[config.mk]
export PLATFORM = sky130hd
export DESIGN_NAME = pipeline_ctrl
export DESIGN_NICKNAME = d
export VERILOG_FILES = /design/src/rtl/pipeline_pkg.sv /design/src/rtl/sat_counter.sv /design/src/rtl/pipeline_ctrl.sv
export SDC_FILE = /design/constraint.sdc
export NUM_CORES = 1
export LEC_CHECK = 0
export CORE_ASPECT_RATIO = 0.8
export CORE_MARGIN = 1
export CORE_UTILIZATION = 25
export DETAILED_ROUTE_END_ITERATION = 16
export PLACE_DENSITY = 0.54
export SETUP_SLACK_MARGIN = 0.15
export SLEW_MARGIN = 20
export SYNTH_ARGS = -nofsm -noshare
export SYNTH_HDL_FRONTEND = slang
export SYNTH_SLANG_ARGS = --single-unit
[constraint.sdc]
create_clock -name clk -period 3.25 [get_ports clk]
set_input_delay 0.975 -clock clk [delete_from_list [all_inputs] [get_ports clk]]
set_output_delay 0.975 -clock clk [all_outputs]
set_load 0.005 [all_outputs]
[src/rtl/pipeline_pkg.sv]
// rtl/pipeline_pkg.sv - shared pipeline scheduler types, stage indices and helpers
package pipeline_pkg;

    typedef enum logic [1:0] {
        ST_RUN,
        ST_MEM_WAIT,
        ST_EX_BUSY
    } pipe_state_t;

    typedef struct packed {
        logic en;
        logic flush;
    } stage_ctrl_t;

    localparam int NUM_STAGES = 5;
    localparam int STG_PC     = 0;
    localparam int STG_IF_ID  = 1;
    localparam int STG_ID_EX  = 2;
    localparam int STG_EX_MEM = 3;
    localparam int STG_MEM_WB = 4;

    function automatic stage_ctrl_t stage(input logic en, input logic flush);
        return '{en: en, flush: flush};
    endfunction

endpackage

[src/rtl/sat_counter.sv]
// rtl/sat_counter.sv - up-counter that holds at all-ones
module sat_counter #(
    parameter int WIDTH = 32
) (
    input  logic             clk,
    input  logic             rst,
    input  logic             inc,
    output logic [WIDTH-1:0] count
);

    always_ff @(posedge clk) begin
        if (rst) begin
            count <= '0;
        end else if (inc && (count != {WIDTH{1'b1}})) begin
            count <= count + 1'b1;
        end
    end

endmodule

[src/rtl/pipeline_ctrl.sv]
// rtl/pipeline_ctrl.sv - stall/flush scheduler for the five-stage pipeline
module pipeline_ctrl
    import pipeline_pkg::*;
#(
    parameter int MEM_TIMEOUT = 64,
    parameter int CNT_WIDTH   = 32
) (
    input  logic                 clk,
    input  logic                 rst,
    input  logic                 load_use,
    input  logic                 branch_taken,
    input  logic                 muldiv_start,
    input  logic                 muldiv_done,
    input  logic                 dmem_req,
    input  logic                 dmem_ready,
    output logic                 pc_en,
    output logic                 if_id_en,
    output logic                 id_ex_en,
    output logic                 ex_mem_en,
    output logic                 mem_wb_en,
    output logic                 if_id_flush,
    output logic                 id_ex_flush,
    output logic                 ex_mem_flush,
    output logic                 mem_wb_flush,
    output logic                 dmem_err,
    output logic [CNT_WIDTH-1:0] stall_cnt
);

    localparam int TMO_W = $clog2(MEM_TIMEOUT + 1);
    localparam logic [TMO_W-1:0] TMO_MAX  = TMO_W'(MEM_TIMEOUT);
    localparam logic [TMO_W-1:0] TMO_LAST = TMO_W'(MEM_TIMEOUT - 1);

    pipe_state_t                  state;
    pipe_state_t                  state_nxt;
    logic                         ex_pending;
    logic                         ex_pending_nxt;
    logic [TMO_W-1:0]             tmo_cnt;
    stage_ctrl_t [NUM_STAGES-1:0] ctrl;
    logic                         busy;
    logic                         mem_hold;
    logic                         ex_hold;
    logic                         unused_pc_flush;

    always_comb begin
        // a mul/div parked behind a memory freeze keeps EX occupied after release
        busy           = (state == ST_EX_BUSY) || ((state == ST_MEM_WAIT) && ex_pending);
        mem_hold       = (state == ST_MEM_WAIT) ? !dmem_ready : (dmem_req && !dmem_ready);
        ex_hold        = (busy || muldiv_start) && !muldiv_done;
        state_nxt      = ST_RUN;
        ex_pending_nxt = 1'b0;
        for (int i = 0; i < NUM_STAGES; i++) begin
            ctrl[i] = stage(1'b1, 1'b0);
        end

        if (rst) begin
            for (int i = 0; i < NUM_STAGES; i++) begin
                ctrl[i] = stage(1'b0, 1'b1);
            end
        end else if (mem_hold) begin
            for (int i = 0; i < NUM_STAGES; i++) begin
                ctrl[i] = stage(1'b0, 1'b0);
            end
            ctrl[STG_MEM_WB] = stage(1'b1, 1'b1);
            state_nxt        = ST_MEM_WAIT;
            ex_pending_nxt   = busy || muldiv_start;
        end else if (ex_hold) begin
            ctrl[STG_PC]     = stage(1'b0, 1'b0);
            ctrl[STG_IF_ID]  = stage(1'b0, 1'b0);
            ctrl[STG_ID_EX]  = stage(1'b0, 1'b0);
            ctrl[STG_EX_MEM] = stage(1'b1, 1'b1);
            state_nxt        = ST_EX_BUSY;
        end else if (branch_taken) begin
            ctrl[STG_IF_ID] = stage(1'b1, 1'b1);
            ctrl[STG_ID_EX] = stage(1'b1, 1'b1);
        end else if (load_use) begin
            ctrl[STG_PC]    = stage(1'b0, 1'b0);
            ctrl[STG_IF_ID] = stage(1'b0, 1'b0);
            ctrl[STG_ID_EX] = stage(1'b1, 1'b1);
        end
    end

    always_ff @(posedge clk) begin
        if (rst) begin
            state      <= ST_RUN;
            ex_pending <= 1'b0;
        end else begin
            state      <= state_nxt;
            ex_pending <= ex_pending_nxt;
        end
    end

    always_ff @(posedge clk) begin
        if (rst) begin
            tmo_cnt  <= '0;
            dmem_err <= 1'b0;
        end else if ((state == ST_MEM_WAIT) && !dmem_ready) begin
            if (tmo_cnt != TMO_MAX) begin
                tmo_cnt <= tmo_cnt + 1'b1;
            end
            if (tmo_cnt >= TMO_LAST) begin
                dmem_err <= 1'b1;
            end
        end else begin
            tmo_cnt <= '0;
        end
    end

    sat_counter #(
        .WIDTH(CNT_WIDTH)
    ) u_stall_cnt (
        .clk  (clk),
        .rst  (rst),
        .inc  (!ctrl[STG_PC].en),
        .count(stall_cnt)
    );

    assign pc_en           = ctrl[STG_PC].en;
    assign if_id_en        = ctrl[STG_IF_ID].en;
    assign id_ex_en        = ctrl[STG_ID_EX].en;
    assign ex_mem_en       = ctrl[STG_EX_MEM].en;
    assign mem_wb_en       = ctrl[STG_MEM_WB].en;
    assign if_id_flush     = ctrl[STG_IF_ID].flush;
    assign id_ex_flush     = ctrl[STG_ID_EX].flush;
    assign ex_mem_flush    = ctrl[STG_EX_MEM].flush;
    assign mem_wb_flush    = ctrl[STG_MEM_WB].flush;
    assign unused_pc_flush = ctrl[STG_PC].flush;

endmodule

==> results.txt, run 1 <==
The run finished with clean final reports. The first-pass GRT wire length is about 10 mm. The clock network is responsible for between 40% and 50% of the overall power. Setup violations remaining at the end of the flow were counted as 0. The most numerous cell in the Yosys netlist is dfxtp_1. The worst hold path cell count is 2. IR analysis of the VDD net gives a maximum drop of between 0.2 and 0.25 mV.

STA classifies the critical path startpoint as an input pin. Excluding fillers, the count of instances in the completed layout stands at approximately 460. Subtracting the final worst setup slack from the clock period gives 3050 ps.

The maximum clock path buffer count is 2. The final setup slack of the worst path came out at ~200 ps. TritonCTS built the clock tree.

Walking the worst path, the cells encountered are dlygate4sd2_1 -> inv_2 -> a21oi_2 -> buf_4 -> buf_4 -> o31ai_2 -> clkdlybuf4s15_2. The leakage component of the power is 1.19 nW. The per-cell via count in the routed design came out at between 5 and 6. Counting instances in the post-synthesis netlist gives the leading cell types as 43 x dfxtp_1, 28 x nor2_1, 25 x a21oi_1, 14 x nand3_1, 13 x or3_1. Setup repair after global routing left no endpoint under its margin. Power comes to around 1.2 mW. The tree is rooted in a clkbuf_16.

The row count is 31. The setup slack after placement is -271 ps. Of the cells placed in the final design, the portion with a size suffix greater than 1 is approximately 18%. The H-tree level count is 2.

The number of distinct library cell variants in the gate-level netlist after synthesis came out at 46. The number of synthesis warnings is 0. The CTS clock-pin slew for the worst setup and hold paths is approximately 60 ps. The async set-or-reset flop fraction in the synthesized netlist came out at 0%. The tool flagged a number of max-cap violations equal to 0. Counting tap cells, the placed design contains a total of 449 instances.

Entering global routing, the biggest net connects 41 pins. The final wirelength is between 6 and 7 mm. The count of endpoints failing hold in the final timing report came to 0. The post-synthesis instance area is approximately 0.0024 mm². The initial cell density of the core is between 20% and 30%. The achievable frequency is ~0.33 GHz. In this run the critical register-to-register path is captured at u_stall_cnt.count[13]. After synthesis, the cell types taking the most area are dfxtp_1 36%, a21oi_1 5.3%, nor2_1 4.4%. The power per unit of standard cell area came out at 374 mW/mm². The via count is about 2300.

The final period utilization is between 90% and 100%. The number of antenna repair diodes is 0. The highest net fanout along the worst path is 3. The number of slew-limit violations in the final report is 0. The number of clock sinks is between 40 and 50.

The synthesized design spends more area on one cell type than any other, namely dfxtp_1. The synthesized netlist cell count is ~280. The layout has 927 filler cells.

The arrival time at the worst endpoint is around 2100 ps. The number of synthesized register bits is 43. The die boundary width is 111 µm.

The global routing usage summed across all routing layers came out at between 10% and 20%. Pin placement for this block handled 50 I/O pins. The critical setup path kind is in -> out. The standard cell area after detailed placement came out at around 0.0031 mm².

The die extent in y came out at approximately 90 µm. The violation count after the first detailed-routing iteration came out at approximately 130. The die area is about 0.01 mm².

The worst register-to-register path has a setup slack of 840 ps. Summing all non-filler instances in the final layout gives an area of approximately 0.0033 mm². The number of nets with antenna violations after routing is 0.

The sequential group share of total power came out at a little over two fifths. The tightest hold path in the finished design has a slack of just under 500 ps. The number of buffer cells added on primary ports is 49. STA puts the critical path data required time at 2270 ps. Buffers inserted during clock tree synthesis total 5. The top cell type by area accounts for approximately 36% of the synthesized area. The number of global-route vias before repair came to between 2000 and 2500.

The later pin in the worst-skew pair is clocked with a latency of between 200 and 300 ps. When the netlist entered floorplanning its net count stood at 289. The delay of the slowest critical-path stage came out at 240 ps. The internal power came out at a little under 1 mW. The number of design rule violations left after detail routing came out at 0. Among all stages on the critical path, the largest delay is contributed by dlygate4sd2_1.

Dividing the synthesized area by the synthesized cell count gives 8.52 µm². The detail-routed net length per standard cell is 13.6 µm. The sum of overflow across all layers after global routing is 0.

The worst hold path class is reg -> reg. The startpoint of the worst-slack reg-to-reg timing path is u_stall_cnt.count[0]. The net switching power came out at 271 µW. The most used flip-flop cell after synthesis is dfxtp_1. The worst hold endpoint is dmem_err. Relative to the synthesized area, the layout overhead comes to 40.3%. The total core area is about 0.0091 mm².

The worst setup skew after layout is roughly 5.9 ps. For the worst flop-to-flop path, the logic depth is 7. The number of flops mapped to enable cells by yosys is 0. The number of nets in the layout came out at about 360. Of the total power, combinational logic draws about a tenth. The core utilization of the finished layout came out at a little over a third. The initial antenna violation count was 0.

The startpoint identified for the worst hold timing path is dmem_err. The worst setup path is captured at an output port. The count of hold-fix buffers inserted at cts came out at 0. The detailed placer's ending HPWL is about 4.3 mm. The switching power as a share of total power came out at 21.7%.

The slew at the pin closest to its max-slew limit is 712 ps. The setup TNS came out at 0 ps. The cell that appears most often on the critical path is buf_4.

The register area share after synthesis came out at between 30% and 40%. For this run, the detailed router's first-pass iteration total came to 4. The final estimated routing congestion in global placement came out at roughly 0.73. The worst pin sits at a relative slew slack of between 50% and 60%.
## worst max path at each step
| stage | from | endpoint | slack (ps) | cells after the start |
|---|---|---|---|---|
| 5_1_grt | branch_taken | pc_en | 150 | 7 |
| 3_5_place_dp | dmem_ready | if_id_en | -270 | 6 |
| 4_1_cts | dmem_req | pc_en | 190 | 8 |
| 6_report | dmem_req | if_id_flush | 200 | 7 |
| 3_3_place_gp | dmem_req | if_id_en | -280 | 7 |
| 2_1_floorplan | muldiv_start | pc_en | 270 | 6 |
## kinds of logic (layout without fill, tap and decap cells)
kind of cell	Yosys count	after routing	share of synthesized area [%]
AND/OR/NAND/NOR	134	134	34.3
AO/OA/AOI/OAI	59	59	15.2
flip-flops	43	43	36.3
buffers and inverters	24	93	5.17
multiplexers	9	9	5.17
XOR/XNOR	6	6	2.22
adder cells (fa/ha/maj)	3	3	1.58
## worst max-delay path: cells and delay by family
family	cells	cell delay, ps
buffers and inverters	5	840
AO/OA/AOI/OAI	2	260
## placed cells by master, fill, tap and decap left out, types with 4 or more instances in the layout
cell type,netlist,layout
dfxtp_1,43,43
clkdlybuf4s50_1,0,34
nor2_1,28,27
a21oi_1,25,24
buf_4,1,24
nand3_1,14,14
or3_1,13,13
nand2_1,12,12
nand4_1,12,12
o21ai_0,11,11
dlygate4sd2_1,0,11
o31ai_1,12,10
or4_1,10,10
nor2b_1,8,8
inv_1,9,7
mux2_4,6,6
and4_1,5,5
and2_1,5,5
clkbuf_16,0,5
and3_1,4,4
xor2_1,4,4
nor3_2,4,4
## power by group through the flow
stage	Combinational [mW]	Sequential, mW	Clock (mW)
global placement	0.108	0.550	0
CTS	0.114	0.538	0.605
finish	0.116	0.539	0.591
global route	0.127	0.540	0.631
detailed placement	0.108	0.550	0
floorplan	0.0453	0.549	0
## state kept, by name, indices dropped and copies added, names as in the netlist
register	count
ex_pending	1
u_stall_cnt.count	32
state	2
dmem_err	1
tmo_cnt	7
## repair_timing
action                                  CTS  global route
setup buffers                             5             0
endpoints found under the setup margin    9             1
pin swaps                                 4             2
resized for setup                        30             3
## routing by layer
layer	track usage (%)	part of all wire, %
met2	19.3	42
met3	5.08	5.8
met5	0	0
met1	17.7	52
met4	2.55	0.64
## area by class of cell
type	instances	area, µm²	area share [%]
multi-input cells	211	1420	42.8
repair buffers	76	691	20.8
inverters	9	33.8	1.02
well taps	115	144	4.33
clock buffers	6	139	4.18
flip-flops and latches	43	861	25.9
clock inverters	2	35.0	1.05
(Power assumes the default switching activity.)
==> run 2: changes to the inputs <==
--- a/config.mk
+++ b/config.mk
@@ -5,7 +5,7 @@
 export SDC_FILE = /design/constraint.sdc
 export NUM_CORES = 1
 export LEC_CHECK = 0
-export CORE_ASPECT_RATIO = 0.8
+export CORE_ASPECT_RATIO = 1.1
 export CORE_MARGIN = 1
 export CORE_UTILIZATION = 25
 export DETAILED_ROUTE_END_ITERATION = 16
==> run 2 against run 1 <==
Total power is 21% lower. Combinational power down 7%. Via count down 1.9%. Utilization decreased by 1.0 points. Sequential share of layout area increased by 1.1 points. Global-route usage decreased by 0.11 points. Register-to-register slack improved by 40 ps. Cell area shrank 4.0%. Routed wire length decreased by 4.2%. First-iteration DRC count fell by 43%. Non-clock buffer count down 5.
==> results.txt, run 2 (synthesized netlist as in run 1, its figures left out) <==
TritonCTS built the clock tree. The floorplan step set the die height to 104 µm. The post-route minimum period is approximately 3000 ps. The maximum number of pins on one net before global-route repair is a little over 40. The count of maximum capacitance violations came out at 0. The first-pass GRT wire length is slightly above 10 mm. The number of nets with antenna violations after routing came out at 0. The row count came out at 36.

The longest clock path from root to sink contains 2 buffers. The share of cells above drive strength 1 is between 10% and 20%. In this run, the number of DRC markers left after iteration 0 of detailed routing was 73.

The number of detailed-route iterations in the first pass came out at 4. The flip-flop count of the largest register, all copies and words added came out at 32. For the pin with the worst max-slew slack, the measured transition is a little over 700 ps.

The tightest slew margin relative to the limit came out at 52.1%. The met2 capacity usage during global routing is between 20% and 30%. After floorplanning, the core was sized to cover 0.00901 mm². The met1 track demand over resource is about 17%. The via count is about 2300.

The H-tree generated during clock tree synthesis spans 2 levels. The global routing usage summed across all routing layers came out at 12.8%. In the final routed layout, each cell accounts on average for roughly 13 µm. The overall power is roughly 980 µW. The run finished with clean final reports. Ranked by flip-flop count, first place goes to u_stall_cnt.count. Setup repair after global routing could not meet its margin everywhere. The library cells used most frequently in the layout, excluding fill and tap cells, are 43 x dfxtp_1, 34 x clkdlybuf4s50_1, 27 x nor2_1.

The sequential group share of total power is between 50% and 60%. The clock latency at the later pin of the worst-skew pair came out at ~290 ps. The number of global-route vias before repair came out at between 2000 and 2500. The number of nets in the layout came out at about 350.

The initial cell density of the core is roughly a quarter. The final estimated routing congestion in global placement came out at around 0.79. The count of hold-fix buffers inserted at cts came out at 0. The count of endpoints failing hold in the final timing report came out at 0. Based on the critical path, the design can be clocked at up to 0.323 GHz. In this run the critical register-to-register path is captured at u_stall_cnt.count[7]. The number of slew-limit violations in the final report was 0. The initial antenna violation count came to 0.

CTS saw 43 sinks. The critical setup path kind is in -> out. The highest net fanout along the worst path came out at 4. The final period utilization is between 90% and 100%. The final setup slack of the worst path came out at 158 ps. The number of antenna repair diodes came out at 0.

After global routing, the most crowded layer is met2. The number of top-level pins came out at 50. The worst setup skew after layout is 3.33 ps. The worst register-to-register path begins at u_stall_cnt.count[0].

After legalization and detailed placement, the total HPWL measured between 4 and 5 mm. The largest registers in the layout are u_stall_cnt.count: 32 flops, tmo_cnt: 7 flops, state: 2 flops. The number of design rule violations left after detail routing came out at 0. The worst ir drop on vdd came out at 0.154 mV. The routed design has between 6 and 7 mm of wire. The most frequent standard cell in the layout excluding fill and tap cells is dfxtp_1. The part of the total power dissipated in combinational logic is a little over a tenth. The delay of the slowest critical-path stage is approximately 270 ps. The core utilization of the finished layout came out at 35.4%. The layout overhead on the synthesized area came out at 34.7%. The data required time at the worst endpoint came out at 2270 ps. The clock share of power is roughly a third.

The worst setup path is captured at an output port. The most critical setup path has its startpoint at muldiv_start. The net switching power came out at about 240 µW.

The buffer cell driving the clock tree root is clkbuf_8. The global routing met3 resource utilization is under 10%. The switching power as a share of total power is between 20% and 30%. Following the worst setup path forward leads to its endpoint at pc_en. The sum of overflow across all layers after global routing is 0. The leakage component of the power came out at ~1.1 nW. The per-cell via count in the routed design came out at slightly below 5. The setup slack after placement is -353 ps. The power per unit of standard cell area came out at roughly 310 mW/mm². The number of clock buffers added by TritonCTS is 5. The die boundary width came out at between 90 and 100 µm. The cell count of the worst reg-to-reg path came out at 7. The tightest min-delay check is of the reg -> reg type. Traced cell by cell, the critical path runs through dlygate4sd2_1 -> inv_2 -> a31oi_4 -> nor3_4 -> buf_12 -> buf_6 -> clkdlybuf4s15_2.

The die area is a little under 0.01 mm². The register-to-register setup slack came out at 880 ps. The internal power of the cells totals between 700 and 800 µW. Data on the critical path arrives at its endpoint at between 2000 and 2500 ps. After clock tree synthesis, the clock-pin slew on the worst setup and hold paths is around 80 ps. The final setup violation count is 0. The number of buffer cells added on primary ports came out at between 40 and 50. The standard cell with the maximum stage delay on the critical path is nor3_4. The worst setup path is launched from an input pin.
==> run 2: per-layer routing <==
layer	vias up	wire length, µm
met1	1064	2890
met3	6	226
met2	41	2810
met5	-	0
li1	1156	-
met4	0	93
==> run 2: metrics by stage <==
| step | instances | TNS, ps | hold slack (ps) | cell area (µm²) |
|---|---|---|---|---|
| 2_1_floorplan | 278 | 0 | 465 | 2370 |
| 3_3_place_gp | 441 | -1600 | 467 | 3040 |
| 3_5_place_dp | 441 | -1610 | 469 | 3040 |
| 4_1_cts | 456 | 0 | 494 | 3180 |
| 5_1_grt | 456 | 0 | 527 | 3190 |
| 6_report | 456 | 0 | 488 | 3190 |
==> run 2: timing repair <==
action	CTS	global route
endpoints found under the hold margin	0	0
buffers inserted	7	0
cloned	0	0
resized for setup	25	5
pin swaps	4	1
setup endpoints to repair	9	4
==> run 2: power by group through the flow <==
stage,Clock [mW],Sequential (mW),Combinational (mW)
final,0.334,0.538,0.108
after global routing,0.368,0.539,0.119
after CTS,0.346,0.538,0.107
after floorplan,0,0.549,0.0453
after detailed placement,0,0.550,0.101
after global placement,0,0.550,0.101
==> run 2: how the worst min path moves through the flow <==
stage / endpoint / start / cells past startpoint / slack [ps]
5_1_grt: u_stall_cnt.count[19] / u_stall_cnt.count[19] / 2 / 530
6_report: dmem_err / dmem_err / 2 / 490
4_1_cts: dmem_err / dmem_err / 2 / 490
3_3_place_gp: dmem_err / dmem_err / 2 / 470
3_5_place_dp: dmem_err / dmem_err / 2 / 470
2_1_floorplan: dmem_err / dmem_err / 2 / 470
==> run 2: cell type report <==
| class | instances | area [µm²] |
|---|---|---|
| Clock buffer | 7 | 76.3 |
| Clock inverter | 1 | 5.00 |
| Fill cell | 963 | 5820 |
| Inverter | 9 | 33.8 |
| Multi-Input combinational cell | 211 | 1420 |
| Sequential cell | 43 | 861 |
| Tap cell | 114 | 143 |
| Timing Repair Buffer | 71 | 653 |
==> run 2: critical path: cells and delay by family <==
| kind | cells | cell delay [ps] |
|---|---|---|
| AO/OA/AOI/OAI | 1 | 120 |
| AND/OR/NAND/NOR | 1 | 270 |
| buffers and inverters | 5 | 730 |
